[src/rtl/uart_bcd_transmitter_if.sv]
// Handshake and data bundle for the BCD UART transmitter: trigger, flat digit bus,
// serial line and status flags.
interface uart_bcd_transmitter_if #(
    parameter int unsigned NUM_BYTES = 4
);
    logic                     transmit_trig;
    logic [8*NUM_BYTES-1:0]   digits;
    logic                     uart_transmit;
    logic                     busy;
    logic                     done;

    modport master (
        output transmit_trig,
        output digits,
        input  uart_transmit,
        input  busy,
        input  done
    );

    modport slave (
        input  transmit_trig,
        input  digits,
        output uart_transmit,
        output busy,
        output done
    );
endinterface

[src/rtl/uart_bcd_transmitter.sv]
// Snapshots 2*NUM_BYTES BCD digits on a trigger edge and sends them as UART bytes, two digits
// per byte, most significant pair first. Define UART_PARITY_EN to add an even-parity bit.
module uart_bcd_transmitter #(
    parameter int unsigned CLKS_PER_BIT = 10,
    parameter int unsigned NUM_BYTES    = 4,
    parameter int unsigned GAP_BITS     = 1
) (
    input  logic                  iclk,
    input  logic                  transmit_reset,
    uart_bcd_transmitter_if.slave bus
);

    localparam int unsigned CntW  = (CLKS_PER_BIT > 1) ? $clog2(CLKS_PER_BIT) : 1;
    localparam int unsigned ByteW = (NUM_BYTES > 1) ? $clog2(NUM_BYTES) : 1;
    localparam int unsigned GapW  = (GAP_BITS > 1) ? $clog2(GAP_BITS) : 1;

    typedef enum logic [2:0] {
        StIdle,
        StStart,
        StData,
`ifdef UART_PARITY_EN
        StParity,
`endif
        StStop,
        StGap
    } state_e;

    state_e                 state_q, state_d;
    logic                   trig_q, trig_d;
    logic                   line_q, line_d;
    logic                   busy_q, busy_d;
    logic                   done_q, done_d;
    logic [8*NUM_BYTES-1:0] shadow_q, shadow_d;
    logic [CntW-1:0]        bit_cnt_q, bit_cnt_d;
    logic [2:0]             bit_idx_q, bit_idx_d;
    logic [ByteW-1:0]       byte_idx_q, byte_idx_d;
    logic [GapW-1:0]        gap_cnt_q, gap_cnt_d;

    logic [7:0] cur_byte;
    logic       tick;
    logic       last_byte;

    // Byte 0 is the top two digits, so walk the shadow register from the MSB end.
    assign cur_byte  = 8'(shadow_q >> (8 * (NUM_BYTES - 1 - 32'(byte_idx_q))));
    assign tick      = (32'(bit_cnt_q) == CLKS_PER_BIT - 1);
    assign last_byte = (32'(byte_idx_q) == NUM_BYTES - 1);

    always_comb begin
        state_d    = state_q;
        trig_d     = bus.transmit_trig;
        line_d     = line_q;
        busy_d     = busy_q;
        done_d     = 1'b0;
        shadow_d   = shadow_q;
        bit_idx_d  = bit_idx_q;
        byte_idx_d = byte_idx_q;
        gap_cnt_d  = gap_cnt_q;
        bit_cnt_d  = (state_q == StIdle || tick) ? '0 : bit_cnt_q + 1'b1;

        case (state_q)
            StIdle: begin
                if (bus.transmit_trig && !trig_q) begin
                    shadow_d   = bus.digits;
                    state_d    = StStart;
                    line_d     = 1'b0;
                    busy_d     = 1'b1;
                    byte_idx_d = '0;
                    bit_idx_d  = '0;
                end
            end
            StStart: begin
                if (tick) begin
                    state_d   = StData;
                    bit_idx_d = '0;
                    line_d    = cur_byte[0];
                end
            end
            StData: begin
                if (tick) begin
                    if (bit_idx_q == 3'd7) begin
`ifdef UART_PARITY_EN
                        state_d = StParity;
                        line_d  = ^cur_byte;
`else
                        state_d = StStop;
                        line_d  = 1'b1;
`endif
                    end else begin
                        bit_idx_d = bit_idx_q + 3'd1;
                        line_d    = cur_byte[bit_idx_q + 3'd1];
                    end
                end
            end
`ifdef UART_PARITY_EN
            StParity: begin
                if (tick) begin
                    state_d = StStop;
                    line_d  = 1'b1;
                end
            end
`endif
            StStop: begin
                if (tick) begin
                    if (last_byte) begin
                        state_d = StIdle;
                        busy_d  = 1'b0;
                        done_d  = 1'b1;
                    end else if (GAP_BITS == 0) begin
                        state_d    = StStart;
                        line_d     = 1'b0;
                        byte_idx_d = byte_idx_q + 1'b1;
                    end else begin
                        state_d   = StGap;
                        gap_cnt_d = '0;
                    end
                end
            end
            StGap: begin
                if (tick) begin
                    if (32'(gap_cnt_q) == GAP_BITS - 1) begin
                        state_d    = StStart;
                        line_d     = 1'b0;
                        byte_idx_d = byte_idx_q + 1'b1;
                    end else begin
                        gap_cnt_d = gap_cnt_q + 1'b1;
                    end
                end
            end
            default: state_d = StIdle;
        endcase
    end

    // Line is a registered output, so an asynchronous reset lifts it high immediately.
    always_ff @(posedge iclk or posedge transmit_reset) begin
        if (transmit_reset) begin
            state_q    <= StIdle;
            trig_q     <= 1'b0;
            line_q     <= 1'b1;
            busy_q     <= 1'b0;
            done_q     <= 1'b0;
            shadow_q   <= '0;
            bit_cnt_q  <= '0;
            bit_idx_q  <= '0;
            byte_idx_q <= '0;
            gap_cnt_q  <= '0;
        end else begin
            state_q    <= state_d;
            trig_q     <= trig_d;
            line_q     <= line_d;
            busy_q     <= busy_d;
            done_q     <= done_d;
            shadow_q   <= shadow_d;
            bit_cnt_q  <= bit_cnt_d;
            bit_idx_q  <= bit_idx_d;
            byte_idx_q <= byte_idx_d;
            gap_cnt_q  <= gap_cnt_d;
        end
    end

    assign bus.uart_transmit = line_q;
    assign bus.busy          = busy_q;
    assign bus.done          = done_q;

endmodule

[src/flat_wrapper.sv]
// flat-port wrapper written by rule: the top's interface ports become plain ports
module uart_bcd_transmitter_flat 
#(
    parameter int unsigned CLKS_PER_BIT = 10,
    parameter int unsigned NUM_BYTES    = 4,
    parameter int unsigned GAP_BITS     = 1
)
  (iclk, transmit_reset, bus_transmit_trig, bus_digits, bus_uart_transmit, bus_busy, bus_done);
  uart_bcd_transmitter_if #(.NUM_BYTES(NUM_BYTES)) bus_i ();
  input  logic iclk;
  input  logic transmit_reset;
  input wire logic [$bits(bus_i.transmit_trig)-1:0] bus_transmit_trig;
  input wire logic [$bits(bus_i.digits)-1:0] bus_digits;
  output wire logic [$bits(bus_i.uart_transmit)-1:0] bus_uart_transmit;
  output wire logic [$bits(bus_i.busy)-1:0] bus_busy;
  output wire logic [$bits(bus_i.done)-1:0] bus_done;
  assign bus_i.transmit_trig = bus_transmit_trig;
  assign bus_i.digits = bus_digits;
  assign bus_uart_transmit = bus_i.uart_transmit;
  assign bus_busy = bus_i.busy;
  assign bus_done = bus_i.done;
  uart_bcd_transmitter #(.CLKS_PER_BIT(CLKS_PER_BIT), .NUM_BYTES(NUM_BYTES), .GAP_BITS(GAP_BITS)) u_core (.iclk(iclk), .transmit_reset(transmit_reset), .bus(bus_i));
endmodule
[config.mk]
export PLATFORM = sky130hd
export DESIGN_NAME = uart_bcd_transmitter_flat
export DESIGN_NICKNAME = d
export VERILOG_FILES = /design/src/rtl/uart_bcd_transmitter_if.sv /design/src/rtl/uart_bcd_transmitter.sv /design/src/flat_wrapper.sv
export SDC_FILE = /design/constraint.sdc
export NUM_CORES = 1
export LEC_CHECK = 0
export CAP_MARGIN = 10
export CORE_MARGIN = 1.5
export CORE_UTILIZATION = 55
export DETAILED_ROUTE_END_ITERATION = 16
export GPL_TIMING_DRIVEN = 0
export PLACE_DENSITY = 0.82
export SYNTH_ARGS = -nofsm -noshare
export SYNTH_HDL_FRONTEND = slang
export SYNTH_SLANG_ARGS = --single-unit
[constraint.sdc]
create_clock -name iclk -period 4.6 [get_ports iclk]
set_input_delay 0.46 -clock iclk [delete_from_list [all_inputs] [get_ports iclk]]
set_output_delay 0.46 -clock iclk [all_outputs]
set_load 0.005 [all_outputs]
==> results.txt <==
- Run status: complete, no violations
- First-pass DRT Iterations: 4
- Number of setup violations in the final report: 0
- Cell area power density: 247 nW/um2
* First-pass GRT wire length: 7.88 mm
- The worst setup path is captured at a flip-flop.
* Slew Limit Headroom: 0.725
- Minimum setup slack among reg-to-reg paths: 2560 ps
- On the final layout, the worst hold slack is 459 ps.
- Buffers inserted during clock tree synthesis total 5.
- Element type at the critical path start: flip-flop
- Share of synthesized area occupied by flip-flops and latches: 0.512
- After the flow finishes, the layout carries non-filler instances totaling 279.
- After detailed routing, the number of remaining DRC violations is 0.
* Most frequent cells in the layout: sky130_fd_sc_hd__dfrtp_1, sky130_fd_sc_hd__clkdlybuf4s50_1, sky130_fd_sc_hd__mux2_1
- TritonCTS built the clock tree.
- Number of nets in the synthesized netlist: 223
- Counting both buffers and inverters, the worst setup path holds a total of 1.
- Top Family by Delay on Critical Path: flip-flops
* Antenna violations before repair: 0
* Maximum ir drop on the vdd rail: 0.227 mV
* Routed via count divided by cell count: 5.80
* Depth of the CTS H-tree: 2
* Critical path cell sequence: ha_1 -> and3b_1 -> buf_2 -> nand2_1 -> o21ai_1 -> o21ai_1 -> mux2_1
- The congestion estimate from routability-driven global placement came to 0.809.
- Endpoint of the worst-slack reg-to-reg timing path: u_core.bit_idx_q[2]
* Pin count of the biggest net entering global routing: 33
- Register cell area after layout: 1200 um2
- Final critical path time including I/O delays and setup: 2040 ps
- Initial core utilization: 0.578
- PortBufs: 37
- For this block, the initial DRC count from the detailed router was 78.
- All-layer global routing usage: 0.240
- Net switching power figure: 143 uW
- The clock arrives with 4.82 ps of skew.
- The worst setup path is of the flip-flop to flip-flop kind.
* Count of antenna-violating nets left after detailed routing: 0
- The floorplan step defined a die boundary enclosing 4670 um2.
* Cell area after synthesis: 2350 um2
- The number of hold-slack violations in the final timing report came to 0.
* Overall power of the completed layout: 714 uW
- During I/O placement, the number of pins put on the boundary was 38.
- In the final layout, the share of cells above drive strength 1 is 0.100.
- Measured on the finished design, the core utilization comes to 0.712.
- After clock tree synthesis, the clock-pin slew on the worst setup and hold paths is 80 ps.
- Root buffer selected by CTS: sky130_fd_sc_hd__clkbuf_8
- In the finished design, the share of the clock period the worst path needs comes to 0.444.
* Number of fill cells in the layout: 275
- The routed design has 4.81 mm of wire.
* Sw Ratio: 0.200
- Post-CTS repair changed the size of 0 cells.
* Number of placed instances with taps included: 271
- After synthesis the netlist holds a flip-flop and latch count of 48.
- The synthesized netlist contains 37 unique library cells.
* Highest attainable clock frequency: 490 MHz
- Setup total negative slack on the finished layout was measured at 0 ps.
- The wire-length estimate of the detail-placed layout is 3.66 mm.
- Avg Synthesized Cell Area: 12.8 um2
- For this run the aggregate overflow at the end of global routing stands at 0.
- Class of the tightest hold or removal check: input port to asynchronous set/reset pin
* Hold-fix buffers, CTS: 0
* Number of vias in the routed layout: 1618
- The largest single stage delay on the critical path is 430 ps.
* Floorplan Core Area: 4060 um2
* Unrepaired setup endpoints after global routing: false
- Most common library cell in the layout ignoring fill and taps: sky130_fd_sc_hd__dfrtp_1
- The die is 68.3 um tall.
* Worst Max-Slew Pin Slew: 402 ps
- In this run the worst path has a maximum fanout of 9.
- Max-cap violations in this run came to 0.
- The count of pins over their slew limit was 0.
- The share of total power dissipated in sequential elements is 0.591.
* Routed wire per std cell: 17.2 um
- Data on the critical path is required at its endpoint by 4780 ps.
- Clock latency on the worst-skew pair, taken at its later pin, is 300 ps.
* Count of yosys warnings during synthesis: 0
- On the critical path, the stage with the largest delay is an instance of sky130_fd_sc_hd__dfrtp_1.
- Growth of design area from synthesis to finish: 23.1%
- The internal power of the cells totals 572 uW.
* Portion of total power attributed to the clock network: 0.354
* Area of combinational cells with multiple inputs: 1060 um2
- Via count of the first global-routing pass: 1711
- STA puts the critical path data arrival time at 2230 ps.
* Maximum count of clock buffers along a single path: 2
- Number of buffers inserted to repair setup after CTS: 0
* Worst flop-to-flop path startpoint: u_core.bit_cnt_q[0]
* Cell mode on critical path: sky130_fd_sc_hd__o21ai_1
- CTS saw 48 sinks.
* Combinational cell fraction of total power: 0.056
* Die width: 68.3 um
* Reported leakage power: 1.40 nW
- Final nets: 268
- Counting every instance in the synthesized netlist gives 183.
- Cell Rows: 23
* FF-to-FF path depth: 7
* Number of antenna repair diodes: 0
==> flip-flops by register name, indices dropped and copies added (netlist names) <==
register	flops
u_core.bus.done	1
u_core.bit_cnt_q	4
u_core.bus.busy	1
u_core.state_q	3
u_core.bus.uart_transmit	1
u_core.shadow_q	32
u_core.byte_idx_q	2
u_core.trig_q	1
u_core.bit_idx_q	3
==> stage by stage <==
stage                     cell area [um2]  setup slack (ps)
after global routing                 2890              2500
after CTS                            2890              2600
after global placement               2780              2180
after detailed placement             2800              2360
after floorplan                      2350              2850
final                                2890              2560
==> worst max-delay path by stage <==
stage,startpoint,to,slack (ps),cells past startpoint
detailed placement,bus_transmit_trig,u_core.shadow_q[22],2360,5
CTS,u_core.bit_cnt_q[0],u_core.bit_idx_q[2],2600,7
global placement,transmit_reset,u_core.shadow_q[23],2180,2
floorplan,u_core.bit_cnt_q[0],u_core.bit_idx_q[0],2850,7
finish,u_core.bit_cnt_q[0],u_core.bit_idx_q[2],2560,7
global route,u_core.bit_cnt_q[0],u_core.bit_idx_q[2],2500,7
==> cells in the mapped netlist <==
library cell	instances	area [um2]
sky130_fd_sc_hd__a2111oi_0	1	8.76
sky130_fd_sc_hd__a2111oi_2	1	15.0
sky130_fd_sc_hd__a21oi_1	3	15.0
sky130_fd_sc_hd__a22o_1	1	8.76
sky130_fd_sc_hd__and3_1	2	12.5
sky130_fd_sc_hd__and3b_1	1	8.76
sky130_fd_sc_hd__and4bb_2	1	12.5
sky130_fd_sc_hd__buf_2	5	25.0
sky130_fd_sc_hd__buf_4	1	7.51
sky130_fd_sc_hd__buf_6	2	22.5
sky130_fd_sc_hd__clkbuf_1	2	7.51
sky130_fd_sc_hd__dfrtp_1	47	1180
sky130_fd_sc_hd__dfstp_2	1	26.3
sky130_fd_sc_hd__ha_1	5	62.6
sky130_fd_sc_hd__inv_1	6	22.5
sky130_fd_sc_hd__mux2_1	35	394
sky130_fd_sc_hd__mux2_2	1	11.3
sky130_fd_sc_hd__mux2i_1	6	60.1
sky130_fd_sc_hd__mux4_1	5	131
sky130_fd_sc_hd__mux4_2	1	22.5
sky130_fd_sc_hd__nand2_1	12	45.0
sky130_fd_sc_hd__nand2b_1	3	18.8
sky130_fd_sc_hd__nand3_1	6	30.0
sky130_fd_sc_hd__nand3b_1	3	22.5
sky130_fd_sc_hd__nand4_1	1	6.26
sky130_fd_sc_hd__nor2_1	11	41.3
sky130_fd_sc_hd__nor2b_1	2	12.5
sky130_fd_sc_hd__nor2b_2	1	8.76
sky130_fd_sc_hd__nor3_1	3	15.0
sky130_fd_sc_hd__o2111a_1	1	11.3
sky130_fd_sc_hd__o21ai_1	6	30.0
sky130_fd_sc_hd__o22ai_1	1	6.26
sky130_fd_sc_hd__o311ai_0	1	8.76
sky130_fd_sc_hd__o31ai_1	1	7.51
sky130_fd_sc_hd__or2_2	1	6.26
sky130_fd_sc_hd__xnor2_1	1	8.76
sky130_fd_sc_hd__xor2_1	2	17.5
==> kinds of logic (layout without fill, tap and decap cells) <==
logic type               after synthesis  after routing  synth area share
multiplexers                          48             48             0.264
buffers and inverters                 16             62            0.0362
AND/OR/NAND/NOR                       47             47             0.102
XOR/XNOR                               3              3            0.0112
adder cells (fa/ha/maj)                5              5            0.0267
flip-flops                            48             48             0.512
AO/OA/AOI/OAI                         16             16            0.0474
==> routing by layer <==
layer / part of all wire / track usage / up-vias
li1: - / - / 743
met1: 0.40 / 0.274 / 810
met3: 0.042 / 0.0576 / 14
met4: 0.027 / 0.120 / 0
met2: 0.53 / 0.419 / 51
met5: 0 / 0 / -
==> power groups by stage <==
stage	registers, mW	logic [mW]	clock network, mW
CTS	0.422	0.0405	0.262
global route	0.422	0.0431	0.276
detailed placement	0.431	0.0404	0
floorplan	0.431	0.00695	0
finish	0.422	0.0397	0.253
global placement	0.431	0.0369	0
==> area by class of cell <==
| class | count | share of cell area |
|---|---|---|
| Inverter | 6 | 0.00779 |
| Buffer | 10 | 0.0216 |
| Multi-Input combinational cell | 119 | 0.367 |
| Tap cell | 50 | 0.0216 |
| Clock buffer | 8 | 0.0312 |
| Timing Repair Buffer | 38 | 0.135 |
| Sequential cell | 48 | 0.416 |
Power figures use the tool's default switching activity.
